$ cat src/rtl/irq_priority_dispatcher_if.sv
// ----------------------------------------------------------------------------
// irq_priority_dispatcher_if
// Purpose : system-bus bundle used to reach the interrupt dispatcher's
//           control/status registers.
// Signals :
//   bus_valid  master -> slave  access strobe
//   bus_write  master -> slave  1 = write, 0 = read
//   bus_addr   master -> slave  byte address, register select on [3:2]
//   bus_wdata  master -> slave  write data
//   bus_rdata  slave  -> master read data, combinational, 0 unless reading
// ----------------------------------------------------------------------------
interface irq_priority_dispatcher_if #(
  parameter int DATA_W = 19,
  parameter int ADDR_W = 19
);
  logic              bus_valid;
  logic              bus_write;
  logic [ADDR_W-1:0] bus_addr;
  logic [DATA_W-1:0] bus_wdata;
  logic [DATA_W-1:0] bus_rdata;

  // The CPU-side bus bridge drives the access.
  modport master (
    output bus_valid,
    output bus_write,
    output bus_addr,
    output bus_wdata,
    input  bus_rdata
  );

  // The dispatcher decodes the access and returns read data.
  modport slave (
    input  bus_valid,
    input  bus_write,
    input  bus_addr,
    input  bus_wdata,
    output bus_rdata
  );
endinterface

$ cat src/rtl/irq_priority_dispatcher.sv
// ----------------------------------------------------------------------------
// irq_priority_dispatcher
// Purpose : vectored, priority-arbitrated interrupt dispatcher between the
//           FFT (0), crypto (1) and timer (2) IRQ sources and the CPU core.
//           Rising edges are latched as pending bits, masked by a software
//           enable register, and one vector at a time is presented to the
//           CPU and walked through ack and end-of-interrupt.
// Ports   :
//   clk            system clock
//   rst_n          asynchronous, active-low reset
//   bus            register bus (slave modport), registers on bus_addr[3:2]:
//                    00 PENDING RO, 01 ENABLE RW, 10 CLEAR W1C, 11 STATUS RO
//   irq_src_i      interrupt sources, rising-edge sensitive
//   cpu_irq_o      registered interrupt request to the CPU
//   cpu_irq_vec_o  registered vector of the presented source
//   cpu_irq_ack_i  one-cycle pulse, CPU takes the presented interrupt
//   cpu_eoi_i      one-cycle pulse, CPU finished the service routine
// ----------------------------------------------------------------------------
module irq_priority_dispatcher #(
  parameter int NUM_SRC = 3,
  parameter int DATA_W  = 19,
  parameter int ADDR_W  = 19,
  parameter int VEC_W   = 2
) (
  input  logic                 clk,
  input  logic                 rst_n,
  irq_priority_dispatcher_if.slave bus,
  input  logic [NUM_SRC-1:0]   irq_src_i,
  output logic                 cpu_irq_o,
  output logic [VEC_W-1:0]     cpu_irq_vec_o,
  input  logic                 cpu_irq_ack_i,
  input  logic                 cpu_eoi_i
);

  typedef enum logic [1:0] {
    IDLE = 2'd0,
    PEND = 2'd1,
    SERV = 2'd2
  } state_e;

  localparam logic [1:0] SEL_PENDING = 2'b00;
  localparam logic [1:0] SEL_ENABLE  = 2'b01;
  localparam logic [1:0] SEL_CLEAR   = 2'b10;
  localparam logic [1:0] SEL_STATUS  = 2'b11;

  state_e             state_q;
  logic               cpu_irq_q;
  logic [VEC_W-1:0]   cpu_irq_vec_q;
  logic               in_service_q;

  logic [NUM_SRC-1:0] src_q;
  logic [NUM_SRC-1:0] pending_q, pending_d;
  logic [NUM_SRC-1:0] enable_q, enable_d;
  logic [NUM_SRC-1:0] src_rise;
  logic [NUM_SRC-1:0] clr_mask;
  logic [NUM_SRC-1:0] ack_mask;
  logic [NUM_SRC-1:0] active_now;
  logic [NUM_SRC-1:0] active_next;

  logic               wr_en;
  logic [1:0]         reg_sel;
  logic               ack_take;
  logic               arb_hit;
  logic [VEC_W-1:0]   arb_vec;
  logic               unused_bits;

  assign reg_sel  = bus.bus_addr[3:2];
  assign wr_en    = bus.bus_valid & bus.bus_write;
  assign ack_take = (state_q == PEND) && cpu_irq_ack_i;

  // src_q resets to 0, so a source held high across reset release looks
  // like exactly one rising edge on the first clock afterwards.
  assign src_rise = irq_src_i & ~src_q;

  // Only bus_addr[3:2] and the low NUM_SRC write-data bits carry meaning.
  assign unused_bits = ^{bus.bus_addr[ADDR_W-1:4], bus.bus_addr[1:0],
                         bus.bus_wdata[DATA_W-1:NUM_SRC]};

  // Next-state of the pending and enable registers. The edge term is OR-ed
  // in last so a fresh edge beats both a CLEAR write and an ack clear on the
  // same bit; that is what lets the in-service source re-issue after EOI.
  always_comb begin
    clr_mask = '0;
    if (wr_en && reg_sel == SEL_CLEAR) begin
      clr_mask = bus.bus_wdata[NUM_SRC-1:0];
    end
    ack_mask = '0;
    if (ack_take) begin
      ack_mask[cpu_irq_vec_q] = 1'b1;
    end
    pending_d = (pending_q & ~clr_mask & ~ack_mask) | src_rise;
    enable_d  = enable_q;
    if (wr_en && reg_sel == SEL_ENABLE) begin
      enable_d = bus.bus_wdata[NUM_SRC-1:0];
    end
  end

  assign active_now  = pending_q & enable_q;
  assign active_next = pending_d & enable_d;

  // Fixed-priority pick: scanning from the top down leaves the lowest set
  // index, which is the highest priority source.
  always_comb begin
    arb_hit = 1'b0;
    arb_vec = '0;
    for (int i = NUM_SRC - 1; i >= 0; i--) begin
      if (active_now[i]) begin
        arb_hit = 1'b1;
        arb_vec = VEC_W'(i);
      end
    end
  end

  // Source history, pending and enable registers.
  always_ff @(posedge clk or negedge rst_n) begin
    if (!rst_n) begin
      src_q     <= '0;
      pending_q <= '0;
      enable_q  <= '0;
    end else begin
      src_q     <= irq_src_i;
      pending_q <= pending_d;
      enable_q  <= enable_d;
    end
  end

  // Dispatch FSM with registered CPU-facing outputs. While presenting, the
  // withdraw test looks at the pending/enable values being written this
  // cycle, so a CLEAR or disable drops cpu_irq on the very next clock.
  always_ff @(posedge clk or negedge rst_n) begin
    if (!rst_n) begin
      state_q       <= IDLE;
      cpu_irq_q     <= 1'b0;
      cpu_irq_vec_q <= '0;
      in_service_q  <= 1'b0;
    end else begin
      unique case (state_q)
        IDLE: begin
          if (arb_hit) begin
            cpu_irq_vec_q <= arb_vec;
            cpu_irq_q     <= 1'b1;
            state_q       <= PEND;
          end
        end
        PEND: begin
          if (cpu_irq_ack_i) begin
            in_service_q <= 1'b1;
            cpu_irq_q    <= 1'b0;
            state_q      <= SERV;
          end else if (!active_next[cpu_irq_vec_q]) begin
            cpu_irq_q <= 1'b0;
            state_q   <= IDLE;
          end
        end
        SERV: begin
          if (cpu_eoi_i) begin
            in_service_q <= 1'b0;
            state_q      <= IDLE;
          end
        end
        default: begin
          cpu_irq_q <= 1'b0;
          state_q   <= IDLE;
        end
      endcase
    end
  end

  // Combinational register read-back; idle bus reads as zero.
  always_comb begin
    bus.bus_rdata = '0;
    if (bus.bus_valid && !bus.bus_write) begin
      unique case (reg_sel)
        SEL_PENDING: bus.bus_rdata = DATA_W'(pending_q);
        SEL_ENABLE:  bus.bus_rdata = DATA_W'(enable_q);
        SEL_CLEAR:   bus.bus_rdata = '0;
        SEL_STATUS:  bus.bus_rdata = DATA_W'({in_service_q, cpu_irq_vec_q, state_q});
        default:     bus.bus_rdata = '0;
      endcase
    end
  end

  assign cpu_irq_o     = cpu_irq_q;
  assign cpu_irq_vec_o = cpu_irq_vec_q;

endmodule

$ cat src/flat_wrapper.sv
// flat-port wrapper written by rule: the top's interface ports become plain ports
module irq_priority_dispatcher_flat 
#(
  parameter int NUM_SRC = 3,
  parameter int DATA_W  = 19,
  parameter int ADDR_W  = 19,
  parameter int VEC_W   = 2
)
  (clk, rst_n, irq_src_i, cpu_irq_o, cpu_irq_vec_o, cpu_irq_ack_i, cpu_eoi_i, bus_bus_valid, bus_bus_write, bus_bus_addr, bus_bus_wdata, bus_bus_rdata);
  irq_priority_dispatcher_if #(.DATA_W(DATA_W), .ADDR_W(ADDR_W)) bus_i ();
  input  logic clk;
  input  logic rst_n;
  input  logic [NUM_SRC-1:0] irq_src_i;
  output logic cpu_irq_o;
  output logic [VEC_W-1:0] cpu_irq_vec_o;
  input  logic cpu_irq_ack_i;
  input  logic cpu_eoi_i;
  input wire logic [$bits(bus_i.bus_valid)-1:0] bus_bus_valid;
  input wire logic [$bits(bus_i.bus_write)-1:0] bus_bus_write;
  input wire logic [$bits(bus_i.bus_addr)-1:0] bus_bus_addr;
  input wire logic [$bits(bus_i.bus_wdata)-1:0] bus_bus_wdata;
  output wire logic [$bits(bus_i.bus_rdata)-1:0] bus_bus_rdata;
  assign bus_i.bus_valid = bus_bus_valid;
  assign bus_i.bus_write = bus_bus_write;
  assign bus_i.bus_addr = bus_bus_addr;
  assign bus_i.bus_wdata = bus_bus_wdata;
  assign bus_bus_rdata = bus_i.bus_rdata;
  irq_priority_dispatcher #(.NUM_SRC(NUM_SRC), .DATA_W(DATA_W), .ADDR_W(ADDR_W), .VEC_W(VEC_W)) u_core (.clk(clk), .rst_n(rst_n), .bus(bus_i), .irq_src_i(irq_src_i), .cpu_irq_o(cpu_irq_o), .cpu_irq_vec_o(cpu_irq_vec_o), .cpu_irq_ack_i(cpu_irq_ack_i), .cpu_eoi_i(cpu_eoi_i));
endmodule
$ cat config.mk
export PLATFORM = sky130hd
export DESIGN_NAME = irq_priority_dispatcher_flat
export DESIGN_NICKNAME = d
export VERILOG_FILES = /design/src/rtl/irq_priority_dispatcher_if.sv /design/src/rtl/irq_priority_dispatcher.sv /design/src/flat_wrapper.sv
export SDC_FILE = /design/constraint.sdc
export NUM_CORES = 1
export LEC_CHECK = 0
export BUFFER_PORTS_ARGS = -buffer_cell sky130_fd_sc_hd__buf_2
export CAP_MARGIN = 10
export CORE_ASPECT_RATIO = 1.75
export CORE_UTILIZATION = 39
export DETAILED_ROUTE_END_ITERATION = 8
export PLACE_DENSITY = 0.88
export SETUP_SLACK_MARGIN = 0.4
export SYNTH_ARGS = -nofsm -noshare
export SYNTH_HDL_FRONTEND = slang
export SYNTH_SLANG_ARGS = --single-unit
$ cat constraint.sdc
create_clock -name clk -period 2.4 [get_ports clk]
set_clock_uncertainty 0.1 [all_clocks]
set_input_delay 0.24 -clock clk [delete_from_list [all_inputs] [get_ports clk]]
set_output_delay 0.24 -clock clk [all_outputs]
set_load 0.01 [all_outputs]
==> flow_summary.ini, run 1 <==
[outcome]
run_status = finished clean

[route]
vias = 757
via_per_inst = 5.257
dr.pass1.iters = 4
drtIter0Drc = 30
drt-total-wl_mm = 1.925
drt-wirelength-per-cell_um = 13.37
drc = 0
ant_nets = 0

[flow_run]
cap_violations = 0

[global_routing]
overflow = 0
grt_pass1_vias = 756
grt_pass1_wl_mm = 2.953
grt_usage = 0.1650
antenna_found_initial = 0
grt_max_degree = 16

[power_and_ir_drop]
clock_power_share = 0.140
seq_power_share = 0.452
p_comb_frac = 0.409
peakVddDrop_v = 0.0006150
p_sw_uw = 369.6
finalPower_uw = 976.9
p_leak_nw = 0.5236
p_int_uw = 607.3
pwr_density_cell_mw_per_mm2 = 921.8
p_sw_frac = 0.3784

[finish]
final_cell_mix = buf_2 (21), conb_1 (14), dfrtp_1 (11), nor2_1 (7), nand2_1 (6)
nets = 168
area_delta_synth_final_pct = 15.71
design_area_mm2 = 0.001060
n_antenna_cell = 0
final_layout_size_suffix_gt1_frac = 0.3333
instances_no_fill = 144
final_common_cell = buf_2

[synthesis]
synthFlopType = dfrtp_1
avgSynthCellArea_um2 = 9.848
syn_inst = 93
syn-cell-area_um2 = 915.9
synthDominantCellAreaShare = 0.4098
synth_edf_count = 0
ys_seq_area_frac = 0.4098
ys_types = 36
ys_ff_latch = 15
synth_top_area_cell = dfrtp_1
ys_warn_count = 0
async_reset_ff_frac = 1.000
synth_area_leaders = dfrtp_1 (41%), buf_4 (11%), a32o_1 (3.3%), mux2i_1 (3.3%), nor2_1 (2.9%)

[sta]
rsz0062_at_grt = false
slew_viol_final = 0
whs_ns = 0.1033
min_period_ns = 1.913
max_freq_mhz = 522.8
fin_tns_setup_ns = 0
setup_viol = 0
finalCritPeriodShare = 0.7970
hold_viol = 0

[clocking]
cts-root-buf = clkbuf_4
clkLatencyLatePin_ns = 0.27
tritoncts = yes
cts_made_buffers = 3
cts_max_level = 1
cts.clk_slew.worst_paths_ns = 0.08
cts_sinks = 15
cts_buffer_depth = 2

[critical_path]
timing.rr.end = u_core.cpu_irq_o$_DFFE_PN0P_
crit_slowest_cell = or4_1
crit_type = reg2reg
timing.rr.start = u_core.cpu_irq_vec_o[0]$_DFFE_PN0P_
crit_chain = inv_2 > or4_1 > a32o_1 > a221oi_2 > o32ai_1
crit_required_ns = 2.45
r2r_setup_slack_ns = 0.49
worstSetupStartpointType = flop
cp.arrival_ns = 1.96
path_max_fanout = 6
ff2ff_path_depth = 5
setup.worst_path.end_class = flop
cpPeakStageDelay_ns = 0.49

[worst_hold_path]
min_path_cells = 2
hold_path.class = in2reg
hold_end = u_core.state_q[0]$_DFFE_PN0P_
min_from = cpu_irq_ack_i

[place]
dp_hpwl_mm = 1.493
portBuffers = 21
dpl_cell_area_um2 = 973.4
gp_congestion = 0.7985
placed_cells = 134

[floorplanning]
die_w_um = 38.63
rows = 22
initial_utilization = 0.4266
ios = 69
dieArea_mm2 = 0.002554
coreArea_mm2 = 0.002147
die_h_um = 66.11
-- power by group through the flow --
stage	combinational, mW	sequential, mW	clock [mW]
finish	0.399	0.441	0.136
global route	0.441	0.448	0.155
CTS	0.356	0.451	0.142
detailed placement	0.348	0.451	0
global placement	0.331	0.444	0
floorplan	0.313	0.408	0
-- critical path, delay by kind of cell, from the launching register on --
kind,cells,cell delay (ns)
compound gates,3,0.70
simple gates,1,0.49
flops,1,0.43
buf+inv,1,0.07
-- state kept, by name, summed over array words and instances (netlist names) --
| signal | flops |
|---|---|
| u_core.cpu_irq_o | 1 |
| u_core.cpu_irq_vec_o | 2 |
| u_core.enable_q | 3 |
| u_core.in_service_q | 1 |
| u_core.pending_q | 3 |
| u_core.src_q | 3 |
| u_core.state_q | 2 |
-- per-layer routing --
| metal | GRT usage | routed length [um] | vias up |
|---|---|---|---|
| met4 | 0.1336 | 94 | 0 |
| met5 | 0 | 0 | - |
| met2 | 0.3042 | 1075 | 28 |
| met3 | 0.02020 | 73 | 10 |
| li1 | - | - | 357 |
| met1 | 0.1419 | 682 | 362 |
-- logic make-up (layout without fill, tap and decap cells) --
family / after synthesis / in the layout / synth area share
buffers and inverters: 23 / 37 / 0.1626
flip-flops: 15 / 15 / 0.4098
AND/OR/NAND/NOR: 28 / 28 / 0.1803
multiplexers: 6 / 6 / 0.07377
AO/OA/AOI/OAI: 20 / 20 / 0.1694
other: 1 / 14 / 0.004094
-- cell usage after synthesis, types with 2 or more instances --
library cell  count
dfrtp_1          15
buf_4            14
nor2_1            7
nand2_1           6
inv_1             5
a21oi_1           4
a32o_1            3
mux2i_1           3
o21ai_0           3
a22oi_1           2
and2_2            2
and3_1            2
buf_2             2
mux2_2            2
nand2b_1          2
-- how the worst max path moves through the flow --
stage,startpoint,to,cells after the start
global placement,u_core.state_q[0]$_DFFE_PN0P_,u_core.cpu_irq_o$_DFFE_PN0P_,5
finish,u_core.cpu_irq_vec_o[0]$_DFFE_PN0P_,u_core.cpu_irq_o$_DFFE_PN0P_,5
CTS,u_core.cpu_irq_vec_o[0]$_DFFE_PN0P_,u_core.cpu_irq_o$_DFFE_PN0P_,5
floorplan,u_core.cpu_irq_vec_o[0]$_DFFE_PN0P_,u_core.cpu_irq_o$_DFFE_PN0P_,5
detailed placement,u_core.state_q[0]$_DFFE_PN0P_,u_core.cpu_irq_o$_DFFE_PN0P_,5
global route,u_core.cpu_irq_vec_o[0]$_DFFE_PN0P_,u_core.cpu_irq_o$_DFFE_PN0P_,5
-- area by class of cell --
cell class                      instances  area (um^2)
Sequential cell                        15        380.4
Timing Repair Buffer                   27        160.2
Tap cell                               24        30.03
Clock buffer                            4        26.28
Inverter                                6        22.52
Fill cell                             209         1087
Multi-Input combinational cell         68        440.4
-- repair_timing --
action | in CTS | in global routing
pin swaps | 0 | 1
setup buffers | 0 | 2
hold endpoints to repair | 18 | 0
hold buffers | 4 | 0
resized for setup | 1 | 3
setup endpoints to repair | 1 | 2
-- through the flow --
step           worst slack, ns  utilization
2_1_floorplan           0.5655            -
3_5_place_dp            0.3985       0.4534
6_report                0.4873       0.4936
5_1_grt                 0.4011       0.4936
3_3_place_gp            0.4756       0.4534
4_1_cts                 0.4009       0.4848
Power figures use the tool's default switching activity.
==> run 2: changes to the inputs <==
--- a/config.mk
+++ b/config.mk
@@ -8,9 +8,9 @@
 export BUFFER_PORTS_ARGS = -buffer_cell sky130_fd_sc_hd__buf_2
 export CAP_MARGIN = 10
 export CORE_ASPECT_RATIO = 1.75
-export CORE_UTILIZATION = 39
+export CORE_UTILIZATION = 35
 export DETAILED_ROUTE_END_ITERATION = 8
-export PLACE_DENSITY = 0.88
+export PLACE_DENSITY = 0.84
 export SETUP_SLACK_MARGIN = 0.4
 export SYNTH_ARGS = -nofsm -noshare
 export SYNTH_HDL_FRONTEND = slang
==> constraint.sdc (replaced) <==
create_clock -name clk -period 1.75 [get_ports clk]
set_clock_uncertainty 0.1 [all_clocks]
set_input_delay 0.175 -clock clk [delete_from_list [all_inputs] [get_ports clk]]
set_output_delay 0.175 -clock clk [all_outputs]
set_load 0.01 [all_outputs]
==> flow_summary.ini, run 2 (same netlist as run 1, synthesis figures left out) <==
[route]
drt-wirelength-per-cell_um = 12.95
dr.pass1.iters = 4
drc = 0
ant_nets = 0
drtIter0Drc = 26
via_per_inst = 5.006
drt-total-wl_mm = 2.124
vias = 821

[power_and_ir_drop]
clock_power_share = 0.158
pwr_density_cell_mw_per_mm2 = 1357
finalPower_mw = 1.723
p_sw_frac = 0.3482
p_sw_uw = 600.1
seq_power_share = 0.317
p_int_mw = 1.123
p_leak_nw = 0.6390
p_comb_frac = 0.525
peakVddDrop_v = 0.0007265

[sta]
min_period_ns = 1.821
slew_viol_final = 0
whs_ns = 0.09137
hold_viol = 0
max_freq_mhz = 549.1
fin_tns_setup_ns = -0.1340
rsz0062_at_grt = true
setup_slack_ns = -0.07129
finalCritPeriodShare = 1.041
setup_viol = 2

[outcome]
violations = negative setup slack
run_status = complete, but fails checks

[finish]
final_common_cell = buf_2
multi_input_area_um2 = 466.7
n_antenna_cell = 0
final_cell_mix = buf_2 (21), conb_1 (14), dfrtp_1 (13), buf_4 (12), buf_6 (8)
ff_latch_area_um2 = 377.9
nets = 186
final_layout_size_suffix_gt1_frac = 0.4348
design_area_mm2 = 0.001270
fillers = 231
area_delta_synth_final_pct = 38.66
reg_top3 = u_core.enable_q x3, u_core.pending_q x3, u_core.src_q x3

[critical_path]
setup.worst_path.end_class = flop
path_max_fanout = 2
cp.arrival_ns = 1.84
cpPeakStageDelay_ns = 0.52
crit_required_ns = 1.77
worstSetupStartpointType = flop
crit_slowest_cell = or4_1
cp_top_family = compound AO/OA/AOI/OAI gates
crit_type = reg2reg
ff2ff_path_depth = 4
cp.depth = 4
critical_path_buf_inv_count = 0
crit_chain = or4_1 > a32o_2 > a221oi_4 > o32ai_2

[place]
gp_congestion = 0.8576
dpl_cell_area_mm2 = 0.001107
dp_hpwl_mm = 1.678
portBuffers = 21

[floorplanning]
die_w_um = 40.67
initial_utilization = 0.3675
ios = 69
die_h_um = 69.67
dieArea_mm2 = 0.002833
rows = 24
coreArea_mm2 = 0.002492

[global_routing]
antenna_found_initial = 0
grt_max_degree = 16
overflow = 0
grt_usage = 0.1591
grt_pass1_wl_mm = 3.215
grt_pass1_vias = 784

[clocking]
cts.clk_slew.worst_paths_ns = 0.06
tritoncts = yes
cts_max_level = 1
cts-root-buf = clkbuf_8
cts_made_buffers = 3
cts_sinks = 15
cts_buffer_depth = 2
clkLatencyLatePin_ns = 0.24

[worst_hold_path]
min_path_cells = 2
hold_path.class = in2reg

[flow_run]
cap_violations = 0
==> run 2: changes by cell type in the layout (fill, tap and decap cells not counted), sizes merged <==
cell	previous run	this run
buf	23	41
==> run 2: power by group through the flow <==
stage          clock (mW)  sequential (mW)  combinational (mW)
6_report            0.272            0.547               0.904
5_1_grt             0.303            0.560               0.965
4_1_cts             0.282            0.546               0.822
3_5_place_dp            0            0.538               0.735
3_3_place_gp            0            0.532               0.712
2_1_floorplan           0            0.563               0.432
==> run 2: worst register-to-register path: stages (launching register included) <==
cell,delay [ns]
dfrtp_2,0.39
or4_1,0.52
a32o_2,0.31
a221oi_4,0.27
o32ai_2,0.11
==> run 2: final timing paths <==
check / start / end / slack (ns)
max: u_core.cpu_irq_vec_o[1]$_DFFE_PN0P_ / u_core.cpu_irq_o$_DFFE_PN0P_ / -0.07
max in group asynchronous: rst_n / u_core.cpu_irq_vec_o[0]$_DFFE_PN0P_ / 1.01
max reg2reg: u_core.cpu_irq_vec_o[1]$_DFFE_PN0P_ / u_core.cpu_irq_o$_DFFE_PN0P_ / -0.07
min: irq_src_i[2] / u_core.pending_q[2]$_DFF_PN0_ / 0.09
min in group asynchronous: rst_n / u_core.cpu_irq_o$_DFFE_PN0P_ / 0.27
min reg2reg: u_core.in_service_q$_DFFE_PN0P_ / u_core.in_service_q$_DFFE_PN0P_ / 0.43
==> run 2: cell type report <==
class	count	area share
repair buffers	45	0.2562
inverters	6	0.01773
well taps	26	0.02562
flip-flops and latches	15	0.2975
clock buffers	4	0.03547
multi-input cells	68	0.3675
==> run 2: metal layers <==
metal / vias up / part of all wire / wire length, um / track usage
li1: 394 / - / - / -
met1: 388 / 0.39 / 819 / 0.1656
met2: 33 / 0.55 / 1168 / 0.2804
met3: 6 / 0.034 / 73 / 0.009615
met4: 0 / 0.029 / 62 / 0.08889
met5: - / 0 / 0 / 0
==> run 2: per-stage QoR <==
step           setup slack (ns)  utilization  instances
2_1_floorplan          -0.02204            -        106
3_3_place_gp           -0.09300       0.4443        153
3_5_place_dp            -0.1256       0.4443        153
4_1_cts                 -0.1119       0.4970        163
5_1_grt                 -0.1201       0.5095        164
6_report               -0.07129       0.5095        164
==> run 2: repair_timing <==
action	CTS	global route
resized for setup	8	4
hold buffers	4	0
pin swaps	7	5
buffers inserted	2	1
setup endpoints to repair	7	9
endpoints found under the hold margin	18	0
